**src/rtl/fp_unit_seq.sv**
```systemverilog
// Responder side of the fpUnit handshake: latches one FP request, runs the shared
// pipelined cores for the op's fixed latency, captures the core output and pulses fp_done.
// Optional feature macro: FPU_ILLEGAL_OP_EN (ops 6/7 flagged as illegal instead of aliased).
module fp_unit_seq #(
    parameter int LAT_ADDSUB = 7,
    parameter int LAT_MUL    = 5,
    parameter int LAT_DIV    = 6,
    parameter int LAT_CONV   = 6
) (
    input  logic        clk,
    input  logic        rst,
    input  logic [31:0] fp_dataa,
    input  logic [31:0] fp_datab,
    input  logic [2:0]  fp_operation,
    input  logic        fp_clk_en,
    output logic        fp_done,
    output logic [31:0] fp_result,
    output logic        fp_err,
    output logic [31:0] core_dataa,
    output logic [31:0] core_datab,
    output logic        core_add_sub,
    output logic        core_clk_en,
    input  logic [31:0] addsub_result,
    input  logic [31:0] mul_result,
    input  logic [31:0] div_result,
    input  logic [31:0] fixsi_result,
    input  logic [31:0] floatis_result
);

    typedef enum logic [2:0] {
        IDLE,
        RUN,
        CAPTURE,
        DONE,
        WAIT_REL
    } state_t;

    state_t      r_state;
    logic [3:0]  r_cnt;
    logic [2:0]  r_op;
    logic [31:0] r_dataa;
    logic [31:0] r_datab;
    logic        r_add_sub;
    logic        r_core_clk_en;
    logic        r_done;
    logic [31:0] r_result;

    logic [2:0]  w_op_eff;
    logic        w_illegal;
    logic [3:0]  w_lat;
    logic [31:0] w_core_sel;

    // Opcode decode at acceptance; ops 6/7 either alias onto div/mul or are flagged.
    always_comb begin
        w_op_eff  = fp_operation;
        w_illegal = 1'b0;
`ifdef FPU_ILLEGAL_OP_EN
        w_illegal = (fp_operation[2:1] == 2'b11);
`else
        if (fp_operation[2:1] == 2'b11) begin
            w_op_eff = {1'b0, fp_operation[1:0]};
        end
`endif
    end

    always_comb begin
        w_lat = 4'(LAT_CONV);
        case (w_op_eff)
            3'd0, 3'd1: w_lat = 4'(LAT_ADDSUB);
            3'd2:       w_lat = 4'(LAT_DIV);
            3'd3:       w_lat = 4'(LAT_MUL);
            default:    w_lat = 4'(LAT_CONV);
        endcase
    end

    always_comb begin
        w_core_sel = 32'h0;
        case (r_op)
            3'd0, 3'd1: w_core_sel = addsub_result;
            3'd2:       w_core_sel = div_result;
            3'd3:       w_core_sel = mul_result;
            3'd4:       w_core_sel = fixsi_result;
            3'd5:       w_core_sel = floatis_result;
            default:    w_core_sel = 32'h0;
        endcase
    end

    // fp_done is registered on the DONE->WAIT_REL edge, giving LAT+2 request-to-done.
    always_ff @(posedge clk or posedge rst) begin
        if (rst) begin
            r_state       <= IDLE;
            r_cnt         <= 4'd0;
            r_op          <= 3'd0;
            r_dataa       <= 32'h0;
            r_datab       <= 32'h0;
            r_add_sub     <= 1'b0;
            r_core_clk_en <= 1'b0;
            r_done        <= 1'b0;
            r_result      <= 32'h0;
        end else begin
            r_done <= 1'b0;
            case (r_state)
                IDLE: begin
                    if (fp_clk_en) begin
                        r_dataa   <= fp_dataa;
                        r_datab   <= fp_datab;
                        r_op      <= w_op_eff;
                        r_add_sub <= (w_op_eff == 3'd1);
                        if (w_illegal) begin
                            r_cnt   <= 4'd0;
                            r_state <= CAPTURE;
                        end else begin
                            r_cnt         <= w_lat;
                            r_core_clk_en <= 1'b1;
                            r_state       <= RUN;
                        end
                    end
                end
                RUN: begin
                    if (!fp_clk_en) begin
                        r_core_clk_en <= 1'b0;
                        r_cnt         <= 4'd0;
                        r_state       <= IDLE;
                    end else begin
                        r_cnt <= r_cnt - 4'd1;
                        if (r_cnt == 4'd1) begin
                            r_core_clk_en <= 1'b0;
                            r_state       <= CAPTURE;
                        end
                    end
                end
                CAPTURE: begin
                    if (!fp_clk_en) begin
                        r_state <= IDLE;
                    end else begin
                        r_result <= w_core_sel;
                        r_state  <= DONE;
                    end
                end
                DONE: begin
                    r_done  <= 1'b1;
                    r_state <= WAIT_REL;
                end
                WAIT_REL: begin
                    if (!fp_clk_en) begin
                        r_state <= IDLE;
                    end
                end
                default: r_state <= IDLE;
            endcase
        end
    end

`ifdef FPU_ILLEGAL_OP_EN
    logic r_err;

    always_ff @(posedge clk or posedge rst) begin
        if (rst) begin
            r_err <= 1'b0;
        end else if (r_state == CAPTURE && fp_clk_en && r_op[2:1] == 2'b11) begin
            r_err <= 1'b1;
        end
    end

    assign fp_err = r_err;
`else
    assign fp_err = 1'b0;
`endif

    assign fp_done      = r_done;
    assign fp_result    = r_result;
    assign core_dataa   = r_dataa;
    assign core_datab   = r_datab;
    assign core_add_sub = r_add_sub;
    assign core_clk_en  = r_core_clk_en;

endmodule
```
**config.mk**
```make
export PLATFORM = sky130hd
export DESIGN_NAME = fp_unit_seq
export DESIGN_NICKNAME = d
export VERILOG_FILES = /design/src/rtl/fp_unit_seq.sv
export SDC_FILE = /design/constraint.sdc
export NUM_CORES = 1
export LEC_CHECK = 0
export CAP_MARGIN = 40
export CORE_AREA = 2 2 130 132
export CTS_BUF_LIST = sky130_fd_sc_hd__clkbuf_16
export CTS_CLUSTER_DIAMETER = 60
export DETAILED_ROUTE_END_ITERATION = 10
export DIE_AREA = 0 0 132 134
export PLACE_DENSITY_LB_ADDON = 0.15
export SLEW_MARGIN = 10
export SYNTH_ARGS = -nofsm -noshare
export SYNTH_HDL_FRONTEND = slang
export SYNTH_SLANG_ARGS = --single-unit
```
**constraint.sdc**
```tcl
create_clock -name clk -period 5.3 [get_ports clk]
set_input_delay 1.06 -clock clk [delete_from_list [all_inputs] [get_ports clk]]
set_output_delay 1.06 -clock clk [all_outputs]
set_load 0.05 [all_outputs]
```
==> impl_metrics.toml, run 1 <==
[power_and_ir_drop]
total_power_w = 0.005296
cellPowerDensity_nw_per_um2 = 587.6
vdd.ir_drop.worst_v = 0.0003452
p_leak_nw = 3.936

[job]
maxCapViolCount = 0

[floorplanning]
start_util_pct = 32.74
die_x_um = 132
die_y_um = 134
core_area_um2 = 16290
rows = 47
die_area_um2 = 17690
num_io_pins = 330

[critical_path]
worstSetupStartpointType = "primary input"
timing.critical_path.buf_inv = 2
crit_fanout = 64
r2r-end = "fp_result[9]"
reg2regPathDepth = 4
cp_slowest_cell = "clkdlybuf4s50_1"
crit_chain = "clkdlybuf4s50_1 -> nor4bb_4 -> buf_4 -> o21ai_0 -> o22a_1"
critical_path.max_stage_delay_ns = 0.77
r2r_slack_ns = 3.25
cp_data_arrival_time_ns = 3.04
critical_path.top_delay_family = "buffers and inverters"
crit_start = "fp_clk_en"
required_ns = 5.54
critPathKind = "in2reg"
crit-reg2reg-launch = "r_op[1]"
critPathCaptureType = "register"

[cts]
cts_resized = 0
cts_buffers = 9
clk_pin_slew_ns = 0.07
cts_tree = "done"
htree_levels = 3
ctsHoldBuffers = 0
cts.sinks = 109
clk_latency_ns = 0.35
post_cts_buffers = 0
cts_buffer_depth = 2
clockRootBuffer = "clkbuf_16"

[final_layout]
fillCellCount = 1459
multi_input_area_um2 = 2349
synthToLayoutAreaGrowth_pct = 69.03
final-seq-area_um2 = 2729
drive_gt1_share_pct = 4.304
final_net_count = 1111
postLayoutCellArea_um2 = 9014

[yosys]
synth_seq_area_share_pct = 51.15
synth_cell_types = 44
netlist_instances = 575
yosysMostFrequentCell = "nand2_1"
synth_area_leaders = "dfrtp_1 51%, nand2_1 15%, mux2i_1 6.8%, a2bb2oi_1 4.4%, a22oi_1 3.7%"
ys_top_cells_by_count = "206 x nand2_1, 109 x dfrtp_1, 38 x nor2_1"
syn_avg_cell_area_um2 = 9.274
yosys_register_bits = 109
yosys_warnings = 0
synth_edf_count = 0
syn_nets = 807
synth_top_area_share_pct = 51.15
synth_area_um2 = 5333
synth.largest_area_cell = "dfrtp_1"
synth-main-ff-cell = "dfrtp_1"
async_reset_ff_share_pct = 100.0

[hold_path]
hp-start = "core_dataa[24]"
whs_endpoint = "core_dataa[24]"
hold_path_class = "reg2reg"
hold-path-cell-count = 2

[detailed_routing]
drt-wirelength-per-cell_um = 17.48
dr.first_iter.drc_count = 309
met2WireLength_um = 9453
drc_errors = 0
highest_layer = "met4"
dr_total_vias = 5303
vias_per_cell = 4.803
met3_length_um = 1678
drt-total-wl_um = 19300
met1_length_um = 7500
dr.pass1.iters = 4
ant_nets = 0

[sta]
fin_crit_sh_pct = 52.90
drv_slew = 0
slew_headroom_pct = 46.92
hold_viol = 0
worst_slew_pin_slew_ns = 0.7962
layout_min_cycle_time_ns = 2.804
setup_viol_count_final = 0
rsz0062_at_grt = "false"
fin_skew_ns = 0.01151
finalSetupTns_ns = 0
timing.fmax_ghz = 0.3566

[placed_design]
numPortBuffers = 328
gp_congestion = 0.8515
place_area_um2 = 8736
hpwl_um = 14540

[global_routing]
grt_pass1_wl_um = 30530
grt_max_degree = 71
globalRouteOverflowTotal = 0
track_usage_pct = 21.97
antenna_found_initial = 1
grt_pass1_vias = 5502

[status]
outcome = "complete, no violations"
worst max path at each step:
stage / endpoint / slack (ns) / cells past startpoint
3_3_place_gp: fp_result[2] / 2.17 / 5
3_5_place_dp: r_cnt[0] / 2.15 / 4
6_report: fp_result[2] / 2.50 / 5
5_1_grt: fp_result[31] / 2.27 / 5
4_1_cts: fp_result[0] / 2.51 / 5
2_1_floorplan: core_add_sub / 1.37 / 1
worst register-to-register path: cells and delay by family (launching register included):
| family | cells | cell delay, ns |
|---|---|---|
| flops | 1 | 0.63 |
| simple gates | 1 | 0.55 |
| buf+inv | 1 | 0.34 |
| compound gates | 2 | 0.38 |
cells in the final DEF (no fill, tap or decap), drive strengths merged, types with 2 or more instances in the layout:
master and n:
mux2i 36, a211oi 4, clkinvlp 2, nand2b 6, a22oi 26, ha 2
o21ai 7, nor3 3, a2bb2oi 27, clkdlybuf4s50 328, nand2 206, a31oi 29
nor2 39, nor2b 2, inv 5, mux2 3, a21oi 4, nand4b 2
buf 9, dfrtp 109, clkbuf 9, nor3b 2, clkinv 3, o22a 4
metrics by stage:
step | hold slack [ns] | setup slack (ns) | util (%) | instances
floorplan | 0.5071 | 1.366 | - | 575
global placement | 0.4572 | 2.166 | 53.45 | 1086
detailed placement | 0.4613 | 2.148 | 53.63 | 1088
CTS | 0.4783 | 2.507 | 55.32 | 1103
global route | 0.4948 | 2.267 | 55.33 | 1104
finish | 0.4727 | 2.496 | 55.33 | 1104
area by class of cell:
type | instances | share of cell area, %
clock inverters | 6 | 0.5552
diodes | 1 | 0.02776
repair buffers | 337 | 37.34
inverters | 4 | 0.1943
well taps | 220 | 3.054
multi-input cells | 418 | 26.05
flip-flops and latches | 109 | 30.27
clock buffers | 9 | 2.499
sequential cells by signal (all words and copies together), names as in the netlist:
signal and flops:
r_op 3, core_add_sub 1, r_cnt 4, core_clk_en 1, r_state 3, fp_result 32, core_datab 32, core_dataa 32
fp_done 1
kinds of logic (layout without fill, tap and decap cells):
| group | after synthesis | after routing | synth area share [%] |
|---|---|---|---|
| compound gates | 109 | 109 | 15.20 |
| fa+ha+maj | 2 | 2 | 0.4692 |
| buf+inv | 48 | 356 | 5.256 |
| flops | 109 | 109 | 51.15 |
| mux | 39 | 39 | 7.391 |
| other cells | 1 | 2 | 0.07032 |
| simple gates | 267 | 267 | 20.46 |
routing by layer:
metal	global-route usage (%)	vias up
met5	0	-
met4	9.481	0
met3	7.029	41
met2	37.38	249
met1	25.55	2440
li1	-	2573
power breakdown:
| part | switching [W] | leakage, nW | internal [W] | total, W |
|---|---|---|---|---|
| Clock | 0.000313 | 0.128 | 0.000320 | 0.000633 |
| Combinational | 0.00205 | 2.46 | 0.00117 | 0.00322 |
| Sequential | 0.000246 | 1.35 | 0.00120 | 0.00145 |
Power figures use the tool's default switching activity.
==> run 2, diff against run 1 <==
Settings changed: CORE_AREA 2 2 130 132 to 2 2 127 129, DIE_AREA 0 0 132 134 to 0 0 129 131.
Clock period 5.3 ns to 2.8 ns, I/O delays scaled along.
==> impl_metrics.toml, run 2 (synthesis results as in run 1) <==
[critical_path]
crit_chain = "clkdlybuf4s50_1"
r2r-end = "fp_result[5]"
critPathKind = "reg2out"
critical_path.max_stage_delay_ns = 0.89
critPathCaptureType = "output port"
crit-reg2reg-launch = "r_op[1]"
crit_start = "core_add_sub"
crit_fanout = 2
worstSetupStartpointType = "register"
r2r_slack_ns = 0.81
required_ns = 2.24
cp_data_arrival_time_ns = 1.59
reg2regPathDepth = 4
timing.critical_path.buf_inv = 1
critical_path.top_delay_family = "buffers and inverters"
crit_cells = 1
cp_slowest_cell = "clkdlybuf4s50_1"

[global_routing]
antenna_found_initial = 3
grt_pass1_wl_um = 28840
grt_util_met1_pct = 25.78
grt_use_met3_pct = 6.678
grt_max_degree = 110
track_usage_pct = 22.28
grt_pass1_vias = 5378
top_usage_layer = "met2"
grtUsageMet2_pct = 37.78
globalRouteOverflowTotal = 0

[power_and_ir_drop]
internal-power_w = 0.005123
cellPowerDensity_nw_per_um2 = 1113
switching_power_w = 0.004990
combinationalPowerShare_pct = 60.0
vdd.ir_drop.worst_v = 0.0006820
p_seq_share_pct = 27.5
p_sw_share_pct = 49.34
p_leak_nw = 3.972
clkPwrFrac_pct = 12.5

[hold_path]
hp-start = "core_datab[5]"
whs_endpoint = "core_datab[5]"
hold-path-cell-count = 2
hold_path_class = "reg2reg"

[floorplanning]
die_x_um = 129
num_io_pins = 330
die_area_um2 = 16900
die_y_um = 131
core_area_um2 = 15600
rows = 46
start_util_pct = 34.19

[cts]
clk_pin_slew_ns = 0.08
cts_resized = 0
cts.sinks = 109
cts_buffer_depth = 2
cts_tree = "done"
htree_levels = 3
clockRootBuffer = "clkbuf_16"
ctsHoldBuffers = 0
cts_buffers = 9
post_cts_buffers = 0
clk_latency_ns = 0.35

[final_layout]
synthToLayoutAreaGrowth_pct = 70.46
final_net_count = 1115
final_common_cell = "clkdlybuf4s50_1"
fin_cells = 1106
final_util_pct = 58.28
fillCellCount = 1362
drive_gt1_share_pct = 4.842
layout_common_cells = "328 x clkdlybuf4s50_1, 206 x nand2_1, 108 x dfrtp_1, 38 x nor2_1, 36 x mux2i_1"

[sta]
hold_viol = 0
drv_slew = 0
finalSetupTns_ns = 0
timing.fmax_ghz = 0.4647
worst_slew_pin_slew_ns = 0.7422
fin_crit_sh_pct = 76.86
layout_min_cycle_time_ns = 2.152
fin_skew_ns = 0.008138
setup_viol_count_final = 0
rsz0062_at_grt = "false"
slew_headroom_pct = 50.47

[placed_design]
hpwl_um = 14670
placed_cells = 1088
gp_congestion = 0.8627
numPortBuffers = 328

[detailed_routing]
drt-wirelength-per-cell_um = 17.58
vias_per_cell = 4.889
dr.first_iter.drc_count = 279
dr_total_vias = 5407
drc_errors = 0
dr.pass1.iters = 5
drt-total-wl_um = 19440
ant_nets = 0

[job]
maxCapViolCount = 0

[status]
outcome = "complete, no violations"
==> run 2: layout make-up <==
class	instances	area, µm²	share of cell area, %
multi-input cells	418	2355	25.91
inverters	4	18.77	0.2065
flip-flops and latches	109	2729	30.02
repair buffers	341	3418	37.60
clock inverters	7	68.82	0.7571
clock buffers	9	225.2	2.478
diodes	2	5.005	0.05506
well taps	216	270.3	2.973
==> run 2: metal layers <==
layer | up-vias | share of wire [%]
met3 | 42 | 8.9
li1 | 2582 | -
met2 | 256 | 49
met5 | - | 0.067
met1 | 2525 | 38
met4 | 2 | 3.5
==> run 2: power by group through the flow <==
stage	Clock (W)	Sequential, W	Combinational (W)
6_report	0.00126	0.00278	0.00607
5_1_grt	0.00136	0.00288	0.00641
4_1_cts	0.00130	0.00278	0.00613
3_5_place_dp	0	0.00280	0.00611
3_3_place_gp	0	0.00278	0.00602
2_1_floorplan	0	0.00495	0.00173
==> run 2: how the worst max path moves through the flow <==
stage / end
finish: core_add_sub
global placement: core_datab[29]
detailed placement: core_datab[24]
CTS: core_add_sub
global route: core_add_sub
floorplan: core_add_sub
==> run 2: through the flow <==
stage / worst slack (ns) / hold WS, ns / total power [W] / cell area (µm²)
after floorplan: 0.9245 / 0.5071 / 0.006680 / 5336
after global placement: 0.5907 / 0.4571 / 0.008800 / 8791
after detailed placement: 0.5673 / 0.4617 / 0.008910 / 8791
after CTS: 0.6050 / 0.4821 / 0.01021 / 9085
after global routing: 0.5853 / 0.4991 / 0.01065 / 9090
final: 0.6479 / 0.4757 / 0.01011 / 9090
==> run 3, diff against run 2 <==
Clock period 2.8 ns to 2.1 ns, I/O delays scaled along.
==> impl_metrics.toml, run 3 (synthesis results as in run 1) <==
[status]
outcome = "complete, no violations"

[final_layout]
final_common_cell = "clkdlybuf4s50_1"
fillCellCount = 1335
synthToLayoutAreaGrowth_pct = 73.70
layout_common_cells = "326 x clkdlybuf4s50_1, 206 x nand2_1, 108 x dfrtp_1, 38 x nor2_1, 36 x mux2i_1"
drive_gt1_share_pct = 6.020
postLayoutCellArea_um2 = 9263
final_net_count = 1124

[detailed_routing]
dr.pass1.iters = 6
drc_errors = 0
dr.first_iter.drc_count = 230
ant_nets = 0
vias_per_cell = 4.789
drt-wirelength-per-cell_um = 17.36
drt-total-wl_um = 19340
dr_total_vias = 5335

[global_routing]
grt_pass1_vias = 5465
globalRouteOverflowTotal = 0
grt_max_degree = 65
antenna_found_initial = 2
track_usage_pct = 22.32
grt_pass1_wl_um = 28900

[cts]
cts_buffer_depth = 2
ctsHoldBuffers = 0
post_cts_buffers = 0
htree_levels = 3
clockRootBuffer = "clkbuf_16"
clk_pin_slew_ns = 0.08
clk_latency_ns = 0.35
cts_resized = 0
cts_tree = "done"
cts.sinks = 109
cts_buffers = 9

[critical_path]
crit-reg2reg-launch = "r_state[1]"
cp_data_arrival_time_ns = 1.57
critical_path.max_stage_delay_ns = 0.82
critical_path.top_delay_family = "buffers and inverters"
timing.critical_path.buf_inv = 1
critPathCaptureType = "output port"
crit_chain = "clkdlybuf4s50_1"
reg2regPathDepth = 4
r2r-end = "fp_result[2]"
worstSetupStartpointType = "register"
critPathKind = "reg2out"
cp_slowest_cell = "clkdlybuf4s50_1"
crit_fanout = 2
r2r_slack_ns = 0.47
required_ns = 1.68

[sta]
worst_slew_pin_slew_ns = 0.6063
hold_ws_ns = 0.4754
rsz0062_at_grt = "false"
finalSetupTns_ns = 0
fin_skew_ns = 0.004353
setup_viol_count_final = 0
hold_viol = 0
layout_min_cycle_time_ns = 1.987
drv_slew = 0
timing.fmax_ghz = 0.5032
timing.final.ws_setup_ns = 0.1126
fin_crit_sh_pct = 94.64
slew_headroom_pct = 59.43

[floorplanning]
die_x_um = 129
die_area_um2 = 16900
start_util_pct = 34.19
core_area_um2 = 15600
num_io_pins = 330
rows = 46
die_y_um = 131

[power_and_ir_drop]
vdd.ir_drop.worst_v = 0.0007925
cellPowerDensity_nw_per_um2 = 1474
total_power_w = 0.01365
p_leak_nw = 4.060

[placed_design]
numPortBuffers = 328
dp_worst_setup_slack_ns = 0.08916
gp_congestion = 0.8815
hpwl_um = 14970
place_area_um2 = 8961

[hold_path]
whs_endpoint = "core_datab[5]"
hold-path-cell-count = 2
hold_path_class = "reg2reg"
hp-start = "core_datab[5]"

[job]
maxCapViolCount = 0
run 3: metal layers:
layer,track usage [%],part of all wire (%)
met1,25.50,39
met2,39.00,50
met3,6.474,8.6
met4,9.974,2.4
met5,0,0.052
run 3: report_power, final:
| part | switching [W] | internal (W) |
|---|---|---|
| clock network | 0.000878 | 0.000849 |
| registers | 0.000571 | 0.00303 |
| logic | 0.00522 | 0.00311 |
run 3: final cells by class:
type	count	area, µm²	area share (%)
timing repair buffer	350	3588	38.74
clock buffer	9	225.2	2.431
antenna	1	2.502	0.02702
sequential	109	2729	29.46
tap	216	270.3	2.918
clock inverter	7	73.82	0.7970
multi-input combinational	418	2355	25.42
inverter	4	18.77	0.2026
run 3: worst max path at each step:
stage	startpoint	end	slack, ns	depth (start not counted)
finish	fp_result[16]	fp_result[16]	0.11	1
global route	fp_result[30]	fp_result[30]	0.07	1
CTS	fp_result[1]	fp_result[1]	0.09	1
detailed placement	fp_clk_en	r_cnt[0]	0.09	5
global placement	fp_clk_en	r_cnt[0]	0.09	5
floorplan	rst	core_add_sub	0.36	1
run 3: stage by stage:
step                      std cells  utilization, %
after floorplan                 575               -
after global placement         1096           57.36
after detailed placement       1097           57.45
after CTS                      1113           59.37
after global routing           1114           59.39
final                          1114           59.39
